### src/rtl/pipe_ctrl_pkg.sv
// pipe_ctrl_pkg: shared widths, stall patterns and FSM encodings for the pipeline sequencer
package pipe_ctrl_pkg;
  localparam int STALL_W = 6;
  localparam int STALL_PC = 0;
  localparam int STALL_IF = 1;
  localparam int STALL_ID = 2;
  localparam int STALL_EX = 3;
  localparam int STALL_MEM = 4;
  localparam int STALL_WB = 5;
  localparam logic [STALL_W-1:0] STALL_NONE = 6'b000000;
  localparam logic [STALL_W-1:0] STALL_BY_ID = 6'b000111;
  localparam logic [STALL_W-1:0] STALL_BY_EX = 6'b001111;
  localparam logic [STALL_W-1:0] STALL_BY_MEM = 6'b011111;
  localparam logic [31:0] TRAP_VEC_DEF = 32'h0000_0100;
  typedef enum logic [1:0] {
    S_IDLE = 2'd0,
    S_WAIT = 2'd1,
    S_ERR  = 2'd2
  } mem_state_e;
endpackage

### src/rtl/pipe_ctrl_mem_wait_fsm.sv
// mem_wait_fsm: MEM-stage bus-wait FSM with timeout counter
//   in : clk, rst (async, active-high), mem_req, mem_ack
//   out: memstall (MEM access pending, hold pipe), err (one cycle in ERR state)
module mem_wait_fsm
  import pipe_ctrl_pkg::*;
#(
  parameter int TMO_CYCLES = 16
) (
  input  logic clk,
  input  logic rst,
  input  logic mem_req,
  input  logic mem_ack,
  output logic memstall,
  output logic err
);
  localparam logic [7:0] TMO_LAST = 8'(TMO_CYCLES - 1);
  mem_state_e state_q, state_d;
  logic [7:0] cnt_q, cnt_d;
  always_ff @(posedge clk or posedge rst) begin
    if (rst) begin
      state_q <= S_IDLE;
      cnt_q <= '0;
    end else begin
      state_q <= state_d;
      cnt_q <= cnt_d;
    end
  end
  // a dropped mem_req in WAIT is ignored: only ack or timeout leaves WAIT
  always_comb begin
    state_d = state_q;
    cnt_d = cnt_q;
    case (state_q)
      S_IDLE: begin
        state_d = (mem_req & !mem_ack) ? S_WAIT : S_IDLE;
        cnt_d = (mem_req & !mem_ack) ? 8'd1 : 8'd0;
      end
      S_WAIT: begin
        state_d = mem_ack ? S_IDLE : (cnt_q == TMO_LAST) ? S_ERR : S_WAIT;
        cnt_d = mem_ack ? 8'd0 : cnt_q + 8'd1;
      end
      default: begin
        state_d = S_IDLE;
        cnt_d = 8'd0;
      end
    endcase
  end
  always_comb begin
    memstall = (state_q == S_WAIT) | ((state_q == S_IDLE) & mem_req & !mem_ack);
    err = (state_q == S_ERR);
  end
endmodule

### src/rtl/pipe_ctrl.sv
// pipe_ctrl: pipeline sequencer merging stall requests, branch flush/redirect and bus-timeout trap
//   in : clk, rst (async, active-high), stallreq_id, stallreq_ex, mem_req, mem_ack,
//        branch_flag_i, branch_target_i[31:0]
//   out: stall[5:0] (pc,if,id,ex,mem,wb hold), flush, new_pc[31:0], mem_err
//   PIPE_PERF_EN adds stall_cnt[31:0] and flush_cnt[31:0] performance counters
module pipe_ctrl
  import pipe_ctrl_pkg::*;
#(
  parameter int TMO_CYCLES = 16,
  parameter logic [31:0] TRAP_VEC = TRAP_VEC_DEF
) (
  input  logic        clk,
  input  logic        rst,
  input  logic        stallreq_id,
  input  logic        stallreq_ex,
  input  logic        mem_req,
  input  logic        mem_ack,
  input  logic        branch_flag_i,
  input  logic [31:0] branch_target_i,
  output logic [5:0]  stall,
  output logic        flush,
  output logic [31:0] new_pc,
  output logic        mem_err
`ifdef PIPE_PERF_EN
  ,
  output logic [31:0] stall_cnt,
  output logic [31:0] flush_cnt
`endif
);
  logic memstall, br_take;
  mem_wait_fsm #(.TMO_CYCLES(TMO_CYCLES)) u_mem_wait_fsm (
    .clk(clk),
    .rst(rst),
    .mem_req(mem_req),
    .mem_ack(mem_ack),
    .memstall(memstall),
    .err(mem_err)
  );
  // a branch is only taken when EX is not held; an ID stall yields to the flush
  // because the stalling instruction is squashed anyway
  always_comb begin
    br_take = branch_flag_i & !(memstall | stallreq_ex);
    stall = mem_err ? STALL_NONE :
            memstall ? STALL_BY_MEM :
            stallreq_ex ? STALL_BY_EX :
            (stallreq_id & !br_take) ? STALL_BY_ID : STALL_NONE;
    flush = mem_err | br_take;
    new_pc = mem_err ? TRAP_VEC : br_take ? branch_target_i : 32'h0;
  end
`ifdef PIPE_PERF_EN
  logic [31:0] stall_cnt_q, stall_cnt_d, flush_cnt_q, flush_cnt_d;
  always_ff @(posedge clk or posedge rst) begin
    if (rst) begin
      stall_cnt_q <= '0;
      flush_cnt_q <= '0;
    end else begin
      stall_cnt_q <= stall_cnt_d;
      flush_cnt_q <= flush_cnt_d;
    end
  end
  always_comb begin
    stall_cnt_d = stall_cnt_q + {31'd0, stall[STALL_PC]};
    flush_cnt_d = flush_cnt_q + {31'd0, flush};
  end
  assign stall_cnt = stall_cnt_q;
  assign flush_cnt = flush_cnt_q;
`endif
endmodule

### config.mk
export PLATFORM = sky130hd
export DESIGN_NAME = pipe_ctrl
export DESIGN_NICKNAME = d
export VERILOG_FILES = /design/src/rtl/pipe_ctrl_pkg.sv /design/src/rtl/pipe_ctrl_mem_wait_fsm.sv /design/src/rtl/pipe_ctrl.sv
export SDC_FILE = /design/constraint.sdc
export NUM_CORES = 1
export LEC_CHECK = 0
export ABC_AREA = 1
export BUFFER_PORTS_ARGS = -buffer_cell sky130_fd_sc_hd__buf_2
export CELL_PAD_IN_SITES_DETAIL_PLACEMENT = 1
export CELL_PAD_IN_SITES_GLOBAL_PLACEMENT = 1
export CORE_MARGIN = 4
export CORE_UTILIZATION = 26
export DETAILED_ROUTE_END_ITERATION = 10
export PLACE_DENSITY_LB_ADDON = 0.1
export SETUP_SLACK_MARGIN = 0.15
export SKIP_LAST_GASP = 1
export SLEW_MARGIN = 20
export SYNTH_ARGS = -nofsm -noshare
export SYNTH_HDL_FRONTEND = slang
export SYNTH_HIERARCHICAL = 1
export SYNTH_SLANG_ARGS = --single-unit
### constraint.sdc
create_clock -name clk -period 4.2 [get_ports clk]
set_clock_uncertainty 0.2 [all_clocks]
set_input_delay 0.42 -clock clk [delete_from_list [all_inputs] [get_ports clk]]
set_output_delay 0.42 -clock clk [all_outputs]
set_load 0.05 [all_outputs]
# Word-level counts from Yosys, hierarchy flattened
# Index checks and enable logic that the tools add are counted.
# W data, S select, Z words.
# classes
addsub,1
eq_ne,3
muxes,13
bitwise_logic,8
n_reduce_logical,4
# ops
cell,n
$mux W32,2
$pmux W8 S2,1
$mux W5,2
$add A8 B1 Y8 const B,1
$eq A8 B4 Y1 const B,1
$mux W8,1
$and A1 B1 Y1,5
$mux W2,2
$mux W4,1
$pmux W2 S2,1
$logic_not A1 Y1,3
$mux W3,1
$or A1 B1 Y1,3
$eq A2 B1 Y1 const B,1
$eq A2 B2 Y1 const B,1
$logic_not A2 Y1,1
$mux W1,2
# totals
regBits,10
in_bits,39
output_inout_bits,40
word_cells,31

# Longest topological paths before layout
# depth
word_depth,13
mapped_depth,8
depth_no_buf,7

# Hierarchy
# Netlist, hierarchy kept.
# modules_own_cells
module,instances,cells_each,area_per_inst_um2,seq_area_each_um2
mem_wait_fsm,1,62,484.2,250.2
pipe_ctrl,1,81,451.7,0.0

# Least setup slack after synthesis
# OpenSTA, ideal clock, no wires.
# synth_path
path_type,flip-flop to output port
start,register u_mem_wait_fsm.state_q[0]
end,output stall[1]
arrival_time_ns,2.458
required_time_ns,3.580
setup_slack_ns,1.122
stages_incl_launch_ff,6
path_buffers,1
path_cell_list,dfrtp_1 > nor2_1 > inv_1 > nand2_1 > nor2_1 > buf_4
# synth_lines
item,line,rtl
from (decl),pipe_ctrl_mem_wait_fsm.sv:17,"mem_state_e state_q, state_d;"
from (signal assigned),pipe_ctrl_mem_wait_fsm.sv:24,state_q <= state_d;
$eq A2 B2 Y1,pipe_ctrl_mem_wait_fsm.sv:49,err = (state_q == S_ERR);
named net mem_err,pipe_ctrl.sv:23,output logic mem_err
$mux W5,pipe_ctrl.sv:43,stall = mem_err ? STALL_NONE :
to (decl),pipe_ctrl.sv:20,"output logic [5:0] stall,"
# The timed path passes the listed nets, and every way through them passes these cells.

# Worst setup path after layout
# layout_path
start,register u_mem_wait_fsm.state_q[0]
end,output new_pc[2]
# layout_via
elab_chain_len,9
# layout_rtl
item,line,rtl
$logic_not A2 Y1,pipe_ctrl_mem_wait_fsm.sv:48,memstall = (state_q == S_WAIT) | ((state_q == S_IDLE) & mem_req & !mem_ack);
$and A1 B1 Y1 (2 in a row),pipe_ctrl_mem_wait_fsm.sv:48,
$or A1 B1 Y1 *,pipe_ctrl_mem_wait_fsm.sv:48,
named net memstall,pipe_ctrl.sv:30,"logic memstall, br_take;"
$or A1 B1 Y1 *,pipe_ctrl.sv:42,br_take = branch_flag_i & !(memstall | stallreq_ex);
$logic_not A1 Y1 *,pipe_ctrl.sv:42,
$and A1 B1 Y1 *,pipe_ctrl.sv:42,
$mux W32 * (2 in a row),pipe_ctrl.sv:48,new_pc = mem_err ? TRAP_VEC : br_take ? branch_target_i : 32'h0;
to (decl),pipe_ctrl.sv:22,"output logic [31:0] new_pc,"
# Mark *: on every way through the listed nets, which the timed path passes. The rest lies on a longest branch.

==> flow_summary.yaml <==
final_layout:
  final_net_count: 260
  final_cell_mix: "buf_2 (77), inv_1 (39), nor2_2 (27), nor2_1 (20), nand2_1 (17)"
  design_area_mm2: 0.00137
  drive_gt1_share_pct: 53.4
  syn_to_final_growth_pct: 46.3
  diodes: 0
  final_common_cell: "buf_2"
clocking:
  clk_pin_slew_ps: 70
  clock_sinks: 10
  cts-htree-levels: 1
  cts_tree: "built"
  insertion_delay_ps: 260
  clockRootBuffer: "clkbuf_4"
  cts_buffers: 3
  cts_resized: 0
  cts_buffer_depth: 2
sta:
  tightest_slew_ps: 572
  maxSlewViolCount: 0
  period_share_pct: 65.1
  rsz0062_at_grt: "false"
  fmax_mhz: 366
  min_period_ps: 2730
  hold_violations: 0
  max_slew_margin_pct: 61.9
  setup_viol: 0
  fin_setup_tns_ps: 0
synthesis:
  syn_inst: 143
  yosys_warnings: 6
  syn_area_um2: 936
  yosys-top-cells-area: "dfrtp_1 (27%), nor2_2 (18%), inv_1 (16%)"
  synth_nets: 183
  synth_seq_cells: 10
  synth.top_cell.area_share_pct: 26.7
  syn_area_per_cell_um2: 6.54
  synth_top_area_cell: "dfrtp_1"
  ys_seq_area_share_pct: 26.7
  synth.distinct_cells: 19
critical_path:
  end_kind: "output pin"
  reg2reg_to: "u_mem_wait_fsm/cnt_q[6]$_DFF_PP0_"
  cp-start-kind: "register"
  crit_required_ps: 3580
  crit_path_top_delay_cell: "nand3_4"
  worstSetupPathType: "register to output pin"
  reg2reg_depth: 6
  path_max_fanout: 31
  cp_num_buf_inv: 1
  reg2reg_slack_ps: 2830
  worstPathArrival_ps: 2110
  r2r-start: "u_mem_wait_fsm/cnt_q[0]$_DFF_PP0_"
  worstPathCellList: "nor2_1, nand3_1, nand2_1, nor2_4, nand3_4, nor2_2, buf_2"
  max_stage_delay_ps: 430
  path_delay_family: "simple AND/OR/NAND/NOR gates"
  startpoint: "u_mem_wait_fsm/state_q[0]$_DFF_PP0_"
detailed_routing:
  drcViolationCount: 0
  ant_nets: 0
  via_per_inst: 4.16
  wirelength_mm: 3.13
  drt_iter0_drc: 26
  wl_per_cell_um: 11.8
  vias: 1103
  drt_pass1_iterations: 4
power:
  ir_worst_vdd_mv: 0.186
  powerDensity_mw_per_mm2: 248
  p_total_uw: 340
  power_leakage_uw: 0.000861
grt:
  grt_use_total_pct: 13.3
  antenna_found_initial: 0
  grt.busiest_layer: "met2"
  grt_first_pass_wirelength_mm: 4.77
  grt_overflow: 0
  gr-usage-met3_pct: 2.30
  grt_max_degree: 32
  grtUsageMet1_pct: 14.2
  grt_pass1_vias: 1083
  use_met2_pct: 26.1
place:
  dpl.hpwl_mm: 2.70
  finalWeightedCongestion: 0.778
  io_buffers: 77
  dpl-instance-area_mm2: 0.00132
floorplan:
  initial_core_util_pct: 27.4
  fp.dieH_um: 68.0
  io_pins: 79
  fp-row-count: 21
  dieArea_mm2: 0.00462
  die_w_um: 68.0
  coreArea_mm2: 0.00342
hold_path:
  whs_path_depth: 4
  hold_path_class: "input pin to register"
  min_to: "u_mem_wait_fsm/cnt_q[6]$_DFF_PP0_"
  holdCritStartpoint: "mem_ack"
job:
  drv_cap: 0
run_status:
  status: "completed"
-- synthesized netlist by cell type, drive strengths merged --
| library cell | instances |
|---|---|
| nand2 | 18 |
| inv | 40 |
| buf | 6 |
| a21oi | 3 |
| o21ai | 4 |
| conb | 1 |
| nor2 | 52 |
| ha | 1 |
| dfrtp | 10 |
| nand3 | 6 |
| nor3 | 2 |
-- layout make-up --
| class | count | area (um2) |
|---|---|---|
| well taps | 46 | 57.6 |
| flip-flops and latches | 10 | 250 |
| clock buffers | 4 | 36.3 |
| fillers | 490 | 2050 |
| multi-input cells | 87 | 479 |
| repair buffers | 78 | 395 |
| inverters | 40 | 150 |
-- what timing repair did --
action / 4_1_cts / 5_1_grt
endpoints found under the hold margin: 10 / 0
setup buffers: 0 / 0
setup endpoints to repair: 0 / 0
hold buffers: 1 / 0
-- through the flow --
stage                     setup WS (ps)  util [%]  cells  hold slack [ps]
after global placement             1670      38.7    260              219
after CTS                          1400      40.1    265              276
final                              1470      40.1    265              278
after floorplan                    1120         -    143             60.2
after global routing               1200      40.1    265              282
after detailed placement           1530      38.7    260              223
-- cells by family (layout without fill, tap and decap cells) --
kind of cell / count (synthesis) / after routing / share of synthesized area (%)
compound gates: 7 / 7 / 3.74
fa+ha+maj: 1 / 1 / 1.34
buf+inv: 46 / 122 / 22.1
flops: 10 / 10 / 26.7
other cells: 1 / 1 / 0.401
simple gates: 78 / 78 / 45.7
-- state kept, by name, indices dropped and copies added, names as in the netlist --
signal                  cells
u_mem_wait_fsm/cnt_q        8
u_mem_wait_fsm/state_q      2
-- where the power goes --
group	total (uW)	internal, uW	switching, uW
sequential	102	98.8	2.78
combinational	152	38.7	114
clock	85.5	52.5	33.0
-- worst max-delay path by stage --
stage	cells after the start	end	slack (ps)
final	7	new_pc[2]	1470
after global routing	7	new_pc[30]	1200
after CTS	7	new_pc[2]	1400
after detailed placement	8	new_pc[2]	1530
after global placement	8	new_pc[30]	1670
after floorplan	5	stall[1]	1120
-- tightest hold or removal path: cells and delay by family --
kind                   cells  cell delay, ps
and+or+nand+nor            3             170
buffers and inverters      1             110
-- per-layer routing --
layer	wire, um	vias up
met4	21	0
met3	315	2
met5	0	-
li1	-	555
met2	1620	41
met1	1170	505
Note: power is estimated with default switching activity, not from simulation.
